--- src/rtl/mmio_event_counters_if.sv ---
// MMIO bus bundle between the CPU decode and the event counter bank.
// Single-cycle strobes with registered read data.
interface mmio_event_counters_if;
    logic [7:0]  mmio_addr;
    logic        mmio_wen;
    logic [31:0] mmio_wdata;
    logic        mmio_ren;
    logic [31:0] mmio_rdata;

    modport master (
        output mmio_addr,
        output mmio_wen,
        output mmio_wdata,
        output mmio_ren,
        input  mmio_rdata
    );

    modport slave (
        input  mmio_addr,
        input  mmio_wen,
        input  mmio_wdata,
        input  mmio_ren,
        output mmio_rdata
    );
endinterface

--- src/rtl/mmio_event_counters.sv ---
// Bank of memory-mapped event counters with clear, freeze,
// atomic snapshot and sticky overflow flags driving an interrupt.
module mmio_event_counters #(
    parameter int NUM_COUNTERS  = 4,
    parameter int COUNTER_WIDTH = 32
) (
    input  logic                    clk,
    input  logic                    rst,
    input  logic [NUM_COUNTERS-1:0] event_inc,
    mmio_event_counters_if.slave    bus,
    output logic                    overflow_irq
);

    typedef logic [COUNTER_WIDTH-1:0] cnt_t;

    cnt_t                    cnt_q [NUM_COUNTERS];
    cnt_t                    cnt_d [NUM_COUNTERS];
    cnt_t                    shd_q [NUM_COUNTERS];
    cnt_t                    shd_d [NUM_COUNTERS];
    logic [NUM_COUNTERS-1:0] ovf_q;
    logic [NUM_COUNTERS-1:0] ovf_d;
    logic                    en_q;
    logic                    en_d;
    logic                    frz_q;
    logic                    frz_d;
    logic                    ie_q;
    logic                    ie_d;
    logic [31:0]             rdata_q;
    logic [31:0]             rdata_d;

    logic [1:0]  region;
    logic [3:0]  idx;
    logic        ctl_sel;
    logic        wr_ctrl;
    logic        wr_clr;
    logic        wr_ovf;
    logic        wr_snap;
    logic        cnt_ok;
    logic        inc;
    logic        clr;
    logic [31:0] rd_val;
    logic        unused;

    assign region  = bus.mmio_addr[7:6];
    assign idx     = bus.mmio_addr[5:2];
    assign ctl_sel = bus.mmio_wen && (region == 2'b00);
    assign wr_ctrl = ctl_sel && (idx == 4'h0);
    assign wr_clr  = ctl_sel && (idx == 4'h1);
    assign wr_ovf  = ctl_sel && (idx == 4'h2);
    assign wr_snap = ctl_sel && (idx == 4'h3);
    assign cnt_ok  = en_q && !frz_q;
    assign unused  = ^{bus.mmio_addr[1:0], bus.mmio_wdata};

    always_comb begin
        en_d  = en_q;
        frz_d = frz_q;
        ie_d  = ie_q;
        cnt_d = cnt_q;
        shd_d = shd_q;
        ovf_d = ovf_q;
        inc   = 1'b0;
        clr   = 1'b0;
        if (wr_ctrl) begin
            en_d  = bus.mmio_wdata[0];
            frz_d = bus.mmio_wdata[1];
            ie_d  = bus.mmio_wdata[2];
        end
        for (int i = 0; i < NUM_COUNTERS; i++) begin
            inc = event_inc[i] && cnt_ok;
            clr = wr_clr && bus.mmio_wdata[i];
            if (clr) begin
                cnt_d[i] = '0;
            end else if (inc) begin
                cnt_d[i] = cnt_q[i] + 1'b1;
            end
            // a fresh overflow beats a simultaneous W1C
            ovf_d[i] = (inc && !clr && (&cnt_q[i]))
                     || (ovf_q[i] && !(wr_ovf && bus.mmio_wdata[i]));
            if (wr_snap) begin
                shd_d[i] = cnt_q[i];
            end
        end
    end

    always_comb begin
        rd_val = '0;
        case (region)
            2'b00: begin
                case (idx)
                    4'h0:    rd_val[2:0] = {ie_q, frz_q, en_q};
                    4'h2:    rd_val[NUM_COUNTERS-1:0] = ovf_q;
                    default: rd_val = '0;
                endcase
            end
            2'b01: begin
                for (int i = 0; i < NUM_COUNTERS; i++) begin
                    if (idx == 4'(i)) begin
                        rd_val[COUNTER_WIDTH-1:0] = cnt_q[i];
                    end
                end
            end
            2'b10: begin
                for (int i = 0; i < NUM_COUNTERS; i++) begin
                    if (idx == 4'(i)) begin
                        rd_val[COUNTER_WIDTH-1:0] = shd_q[i];
                    end
                end
            end
            default: rd_val = '0;
        endcase
        rdata_d = bus.mmio_ren ? rd_val : rdata_q;
    end

    always_ff @(posedge clk or posedge rst) begin
        if (rst) begin
            for (int i = 0; i < NUM_COUNTERS; i++) begin
                cnt_q[i] <= '0;
                shd_q[i] <= '0;
            end
            ovf_q   <= '0;
            en_q    <= 1'b1;
            frz_q   <= 1'b0;
            ie_q    <= 1'b0;
            rdata_q <= '0;
        end else begin
            for (int i = 0; i < NUM_COUNTERS; i++) begin
                cnt_q[i] <= cnt_d[i];
                shd_q[i] <= shd_d[i];
            end
            ovf_q   <= ovf_d;
            en_q    <= en_d;
            frz_q   <= frz_d;
            ie_q    <= ie_d;
            rdata_q <= rdata_d;
        end
    end

    assign bus.mmio_rdata = rdata_q;
    assign overflow_irq   = ie_q && (|ovf_q);

endmodule

--- src/flat_wrapper.sv ---
// flat-port wrapper written by rule: the top's interface ports become plain ports
module mmio_event_counters_flat 
#(
    parameter int NUM_COUNTERS  = 4,
    parameter int COUNTER_WIDTH = 32
)
  (clk, rst, event_inc, overflow_irq, bus_mmio_addr, bus_mmio_wen, bus_mmio_wdata, bus_mmio_ren, bus_mmio_rdata);
  mmio_event_counters_if bus_i ();
  input  logic clk;
  input  logic rst;
  input  logic [NUM_COUNTERS-1:0] event_inc;
  output logic overflow_irq;
  input wire logic [$bits(bus_i.mmio_addr)-1:0] bus_mmio_addr;
  input wire logic [$bits(bus_i.mmio_wen)-1:0] bus_mmio_wen;
  input wire logic [$bits(bus_i.mmio_wdata)-1:0] bus_mmio_wdata;
  input wire logic [$bits(bus_i.mmio_ren)-1:0] bus_mmio_ren;
  output wire logic [$bits(bus_i.mmio_rdata)-1:0] bus_mmio_rdata;
  assign bus_i.mmio_addr = bus_mmio_addr;
  assign bus_i.mmio_wen = bus_mmio_wen;
  assign bus_i.mmio_wdata = bus_mmio_wdata;
  assign bus_i.mmio_ren = bus_mmio_ren;
  assign bus_mmio_rdata = bus_i.mmio_rdata;
  mmio_event_counters #(.NUM_COUNTERS(NUM_COUNTERS), .COUNTER_WIDTH(COUNTER_WIDTH)) u_core (.clk(clk), .rst(rst), .event_inc(event_inc), .bus(bus_i), .overflow_irq(overflow_irq));
endmodule
--- config.mk ---
export PLATFORM = sky130hd
export DESIGN_NAME = mmio_event_counters_flat
export DESIGN_NICKNAME = d
export VERILOG_FILES = /design/src/rtl/mmio_event_counters_if.sv /design/src/rtl/mmio_event_counters.sv /design/src/flat_wrapper.sv
export SDC_FILE = /design/constraint.sdc
export NUM_CORES = 1
export LEC_CHECK = 0
export BUFFER_PORTS_ARGS = -buffer_cell sky130_fd_sc_hd__buf_2
export CORE_AREA = 2 2 195 274
export CTS_CLUSTER_SIZE = 10
export DETAILED_ROUTE_END_ITERATION = 10
export DIE_AREA = 0 0 197 276
export GPL_TIMING_DRIVEN = 0
export PLACE_DENSITY = 0.56
export SLEW_MARGIN = 20
export SYNTH_ARGS = -nofsm -noshare
export SYNTH_HDL_FRONTEND = slang
export SYNTH_SLANG_ARGS = --single-unit
--- constraint.sdc ---
create_clock -name clk -period 14.3 [get_ports clk]
set_clock_uncertainty 0.2 [all_clocks]
set_input_delay 2.86 -clock clk [delete_from_list [all_inputs] [get_ports clk]]
set_output_delay 2.86 -clock clk [all_outputs]
set_load 0.02 [all_outputs]
==> results of run 1 <==
## critical path, stage by stage
cell      delay (ns)
buf_2           0.14
nor3b_1         0.76
clkbuf_1        0.44
and3_1          0.40
clkbuf_1        0.43
buf_1           0.53
a21oi_1         0.09
## routing by layer
layer  wire [um]  up-vias
li1            -     5535
met1       19680     6125
met2       25170      259
met3        1548      104
met4        3283        0
met5           0        -
## synthesized netlist by cell type, types with 31 or more instances
master      n  share of area [%]
dfrtp_1   294                 48
o22ai_1    65                2.6
a21oi_1    82                2.7
mux2i_1    31                2.0
nand2_1    72                1.8
mux2_2    214                 16
or4_1      57                2.8
nand3_1    55                1.8
o31ai_1    51                2.5
nand4_1    41                1.7
nor2_1     42                1.0
inv_1      32               0.78
clkbuf_1   76                1.9
## metrics by stage
stage | TNS, ns | setup slack [ns] | hold WS (ns)
floorplan | 0 | 3.094 | 0.2712
global placement | -154.29 | -0.5836 | 0.2623
detailed placement | 0 | 8.380 | 0.2645
CTS | 0 | 8.924 | 0.2762
global route | 0 | 8.802 | 0.2838
finish | 0 | 8.815 | 0.2715
## state kept, by name, indices dropped and copies added, names as in the netlist
signal                 count
u_core.bus.mmio_rdata     32
u_core.en_q                1
u_core.frz_q               1
u_core.shd_q             128
u_core.ie_q                1
u_core.ovf_q               4
u_core.cnt_q             128
## logic make-up (layout without fill, tap and decap cells)
group	count (synthesis)	in the layout	share of synthesized area, %
flops	295	295	47.96
compound gates	292	292	12.35
fa+ha+maj	4	4	0.3251
mux	249	249	18.25
xor+xnor	32	32	1.821
simple gates	413	413	15.66
buf+inv	140	240	3.633
## layout make-up
cell class | instances | area, um^2
plain buffers | 108 | 439.2
fillers | 5249 | 34300
clock inverters | 1 | 8.758
repair buffers | 52 | 327.8
flip-flops and latches | 295 | 7383
clock buffers | 47 | 920.9
well taps | 656 | 820.8
inverters | 32 | 127.6
multi-input cells | 990 | 7452
## report_power, final
part / switching [W] / leakage, nW / internal [W]
clock: 0.000340 / 0.450 / 0.000444
sequential: 0.0000468 / 4.07 / 0.000865
combinational: 0.000102 / 3.25 / 0.0000602
## layout by cell type, fill, tap and decap left out, types with 22 or more instances in the layout
cell,Yosys,final
clkbuf_16,0,35
dfrtp_1,294,294
o21ai_0,22,22
nor2_1,42,42
mux2_2,214,214
nand3_1,55,55
nand4_1,41,41
a21oi_1,82,82
o31ai_1,51,51
nand2_1,72,72
or4_1,57,57
o22ai_1,65,65
inv_1,32,31
xor2_1,24,24
buf_2,18,67
mux2i_1,31,31
clkbuf_1,76,88
## path summary, 6_finish.rpt
path / start / to / slack, ns / cells after the start
worst max-delay path: bus_mmio_addr[6] / u_core.cnt_q[47] / 8.81 / 7
worst min register to register: u_core.bus.mmio_rdata[6] / u_core.bus.mmio_rdata[6] / 0.27 / 1
min in group asynchronous: rst / u_core.cnt_q[96] / 2.16 / 2
worst max register to register: u_core.frz_q / u_core.cnt_q[121] / 11.21 / 7
worst min-delay path: u_core.bus.mmio_rdata[6] / u_core.bus.mmio_rdata[6] / 0.27 / 1
max in group asynchronous: rst / u_core.bus.mmio_rdata[29] / 10.11 / 5
==> flow_metrics.tcl, run 1 <==
set metrics [dict create \
    drv_cap 0 \
    syn_inst 1425 \
    syn_area_mm2 0.01539 \
    leakage_nw 7.774 \
    total_power_w 0.001859 \
    cts_buffers 35 \
    core_mm2 0.05178 \
    async_flop_share_pct 100.0 \
    p_per_area_mw_per_mm2 106.3 \
    slew_viol_final 0 \
    antenna_found_initial 0 \
    grt-ovfl-total 0 \
    dp_hpwl_mm 38.03 \
    syn_nets 1477 \
    drtIter0Drc 823 \
    fin_area_mm2 0.01748 \
    numPortBuffers 49 \
    clockRootBuffer "clkbuf_16" \
    layoutNonFillerInstCount 2181 \
    syn_to_final_growth_pct 13.55 \
    worstPathRequired_ns 14.47 \
    cts_buffer_depth 3 \
    num_rows 99 \
    dp.cells 2133 \
    avgSynthCellArea_um2 10.80 \
    wirelength_mm 49.68 \
    n_antenna_cell 0 \
    cts-hold-fix-buffers 0 \
    synth-seq-cells 295 \
    clock_latency_ns 0.52 \
    final_nets 1566 \
    busiest_layer "met2" \
    vias 12020 \
    status "completed" \
    cts_tree "done" \
    grt_max_degree 90 \
    finalSetupViolCount 0 \
    endpoint_kind "flip-flop" \
    cp.arrival_ns 5.66 \
    irDropWorstVdd_mv 0.06538 \
    cts.clk_slew.worst_paths_ns 0.05 \
    maxSlewHeadroom_pct 29.48 \
    track_usage_pct 18.33 \
    min_path_type "flip-flop to flip-flop" \
    grtUsageMet3_pct 1.976 \
    fin_util_pct 33.76 \
    firstDrtPassIters 4 \
    vias_per_cell 5.513 \
    die-area_mm2 0.05437 \
    gp_congestion 0.8821 \
    synth_edf_count 0 \
    grt_use_met2_pct 32.18 \
    cts_setup_buffers 0 \
    pin_count 81 \
    ys_types 59 \
    cts.sinks 295 \
    fin_crit_ns 5.485 \
    finalHoldViolCount 0 \
    first_global_vias 12310 \
    grt_setup_unrepaired "no" \
    avgRoutedWirePerCell_um 22.78 \
    grt_first_pass_wirelength_mm 76.30 \
    drc 0 \
    seq_area_frac_synth_pct 47.96 \
    tightest_slew_ns 1.048 \
    die_x_um 197 \
    cts_max_level 2 \
    drtAntennaViolNets 0 \
    crit_type "input pin to flip-flop" \
    ctsResizeCount 0 \
    min_period_over_period_pct 38.36 \
    die_h_um 276 \
    fmax_ghz 0.1823 \
    crit_fanout 10 \
    start_util_pct 29.73 \
    startpoint_type "input pin" \
    use_met1_pct 21.19 \
    ys.flop_type "dfrtp_1" \
    postPlaceCellArea_mm2 0.01655 \
    drive_above_1_share_pct 22.10 \
    yosysWarnings 0 \
]
(Power assumes the default switching activity.)
==> inputs of run 2 (changes only) <==
- clock period: 14.3 -> 5.1 ns (I/O delays scaled with it)
==> run 2 against run 1 <==
Non-clock buffer count grew 8. Worst hold slack improved by 0.0064 ns. Die area unchanged. Clock power rose to 2.9 times the previous value. Critical path type unchanged. Critical endpoint is now u_core.cnt_q[43].
==> flow_metrics.tcl, run 2 (synthesized netlist as in run 1, its figures left out) <==
set metrics [dict create \
    drtIter0Drc 866 \
    num-fill-cells 5197 \
    maxSlewHeadroom_pct 35.50 \
    cts-hold-fix-buffers 0 \
    pin_count 81 \
    die_h_um 276 \
    syn_to_final_growth_pct 14.80 \
    final_common_cell "dfrtp_1" \
    num_rows 99 \
    tightest_slew_ns 0.9587 \
    grt_setup_unrepaired "no" \
    slew_viol_final 0 \
    dp_hpwl_mm 38.83 \
    cts.sinks 295 \
    avgRoutedWirePerCell_um 23.15 \
    drive_above_1_share_pct 22.68 \
    min_period_over_period_pct 70.80 \
    cts_buffers 35 \
    tns_ns 0 \
    drtAntennaViolNets 0 \
    irDropWorstVdd_mv 0.1751 \
    fmax_ghz 0.2770 \
    first_global_vias 12580 \
    timing.hold.ws_ns 0.2779 \
    final_nets 1574 \
    finalHoldViolCount 0 \
    start_util_pct 29.73 \
    core_mm2 0.05178 \
    n_antenna_cell 0 \
    crit_slowest_cell "nor3b_1" \
    cts.clk_slew.worst_paths_ns 0.05 \
    fin_ws_ns 1.489 \
    cts_setup_buffers 0 \
    grt-ovfl-total 0 \
    status "completed" \
    crit_type "input pin to flip-flop" \
    clockRootBuffer "clkbuf_16" \
    crit_fanout 10 \
    vias_per_cell 5.616 \
    startpoint_type "input pin" \
    endpoint_kind "flip-flop" \
    grt_max_degree 33 \
    ctsResizeCount 0 \
    cp.arrival_ns 3.79 \
    die_x_um 197 \
    cts_buffer_depth 3 \
    wirelength_mm 50.61 \
    die-area_mm2 0.05437 \
    leakage_nw 7.865 \
    drv_cap 0 \
    worstPathRequired_ns 5.28 \
    track_usage_pct 18.60 \
    path_cells "buf_2, nor3b_1, clkbuf_1, and3_1, clkbuf_1, buf_1, a21oi_1" \
    min_path_type "flip-flop to flip-flop" \
    gp_congestion 0.9478 \
    crit_path_frequent_cell "clkbuf_1" \
    fin_crit_ns 3.611 \
    vias 12280 \
    clock_latency_ns 0.53 \
    p_per_area_mw_per_mm2 300.6 \
    finalSetupViolCount 0 \
    cpPeakStageDelay_ns 0.78 \
    numPortBuffers 49 \
    cts_tree "done" \
    firstDrtPassIters 5 \
    drc 0 \
    cts_max_level 2 \
    place_ws_ns 1.028 \
    most-common-layout-cells "dfrtp_1 (294), mux2_2 (214), clkbuf_1 (83), a21oi_1 (82), nand2_1 (72)" \
    regToRegSetupSlack_ns 2.03 \
    antenna_found_initial 0 \
    grt_first_pass_wirelength_mm 77.49 \
]
==> run 2: changes by cell type in the layout (fill, tap and decap cells not counted), sizes merged <==
cell / before / now
clkbuf: 123 / 121
clkinvlp: 0 / 1
buf: 84 / 92
inv: 33 / 31
==> run 2: metrics by stage <==
stage | std cells | total power, W | instance area (um^2) | utilization (%)
global placement | 2130 | 0.003041 | 16460 | 31.80
CTS | 2186 | 0.005361 | 17670 | 34.13
global route | 2186 | 0.005491 | 17670 | 34.13
floorplan | 1425 | 0.002850 | 15400 | -
detailed placement | 2141 | 0.003075 | 16710 | 32.27
finish | 2186 | 0.005313 | 17670 | 34.13
==> run 2: final timing paths <==
| check | from | to | cells past startpoint |
|---|---|---|---|
| min in group asynchronous | rst | u_core.cnt_q[64] | 2 |
| setup / recovery | bus_mmio_addr[6] | u_core.cnt_q[43] | 7 |
| max in group asynchronous | rst | u_core.bus.mmio_rdata[29] | 6 |
| hold / removal | u_core.bus.mmio_rdata[21] | u_core.bus.mmio_rdata[21] | 1 |
| setup reg to reg | u_core.frz_q | u_core.cnt_q[63] | 6 |
| hold reg to reg | u_core.bus.mmio_rdata[21] | u_core.bus.mmio_rdata[21] | 1 |
==> run 2: cell type report <==
class	instances	area [um^2]	share of cell area, %
Timing Repair Buffer	60	488.0	2.761
Clock buffer	45	965.9	5.465
Inverter	32	123.9	0.7009
Multi-Input combinational cell	990	7452	42.17
Tap cell	656	820.8	4.644
Buffer	108	439.2	2.485
Sequential cell	295	7383	41.78
==> run 2: critical path, delay by kind of cell <==
family	cells	cell delay, ns
buffers and inverters	4	1.50
AND/OR/NAND/NOR	2	1.16
AO/OA/AOI/OAI	1	0.09
==> run 2: layer usage <==
metal | part of all wire (%) | vias up | wire length [um] | GRT usage, %
li1 | - | 5560 | - | -
met4 | 5.9 | 0 | 3000 | 10.85
met1 | 39 | 6260 | 19900 | 21.46
met2 | 51 | 337 | 25970 | 33.16
met5 | 0 | - | 0 | 0
met3 | 3.4 | 119 | 1742 | 1.915
==> run 2: where the power goes <==
part	leakage [nW]	switching [W]	total, W	internal (W)
Combinational	3.32	0.000294	0.000475	0.000181
Clock	0.471	0.000969	0.00228	0.00131
Sequential	4.07	0.000137	0.00256	0.00242
Total	7.86	0.00140	0.00531	0.00391
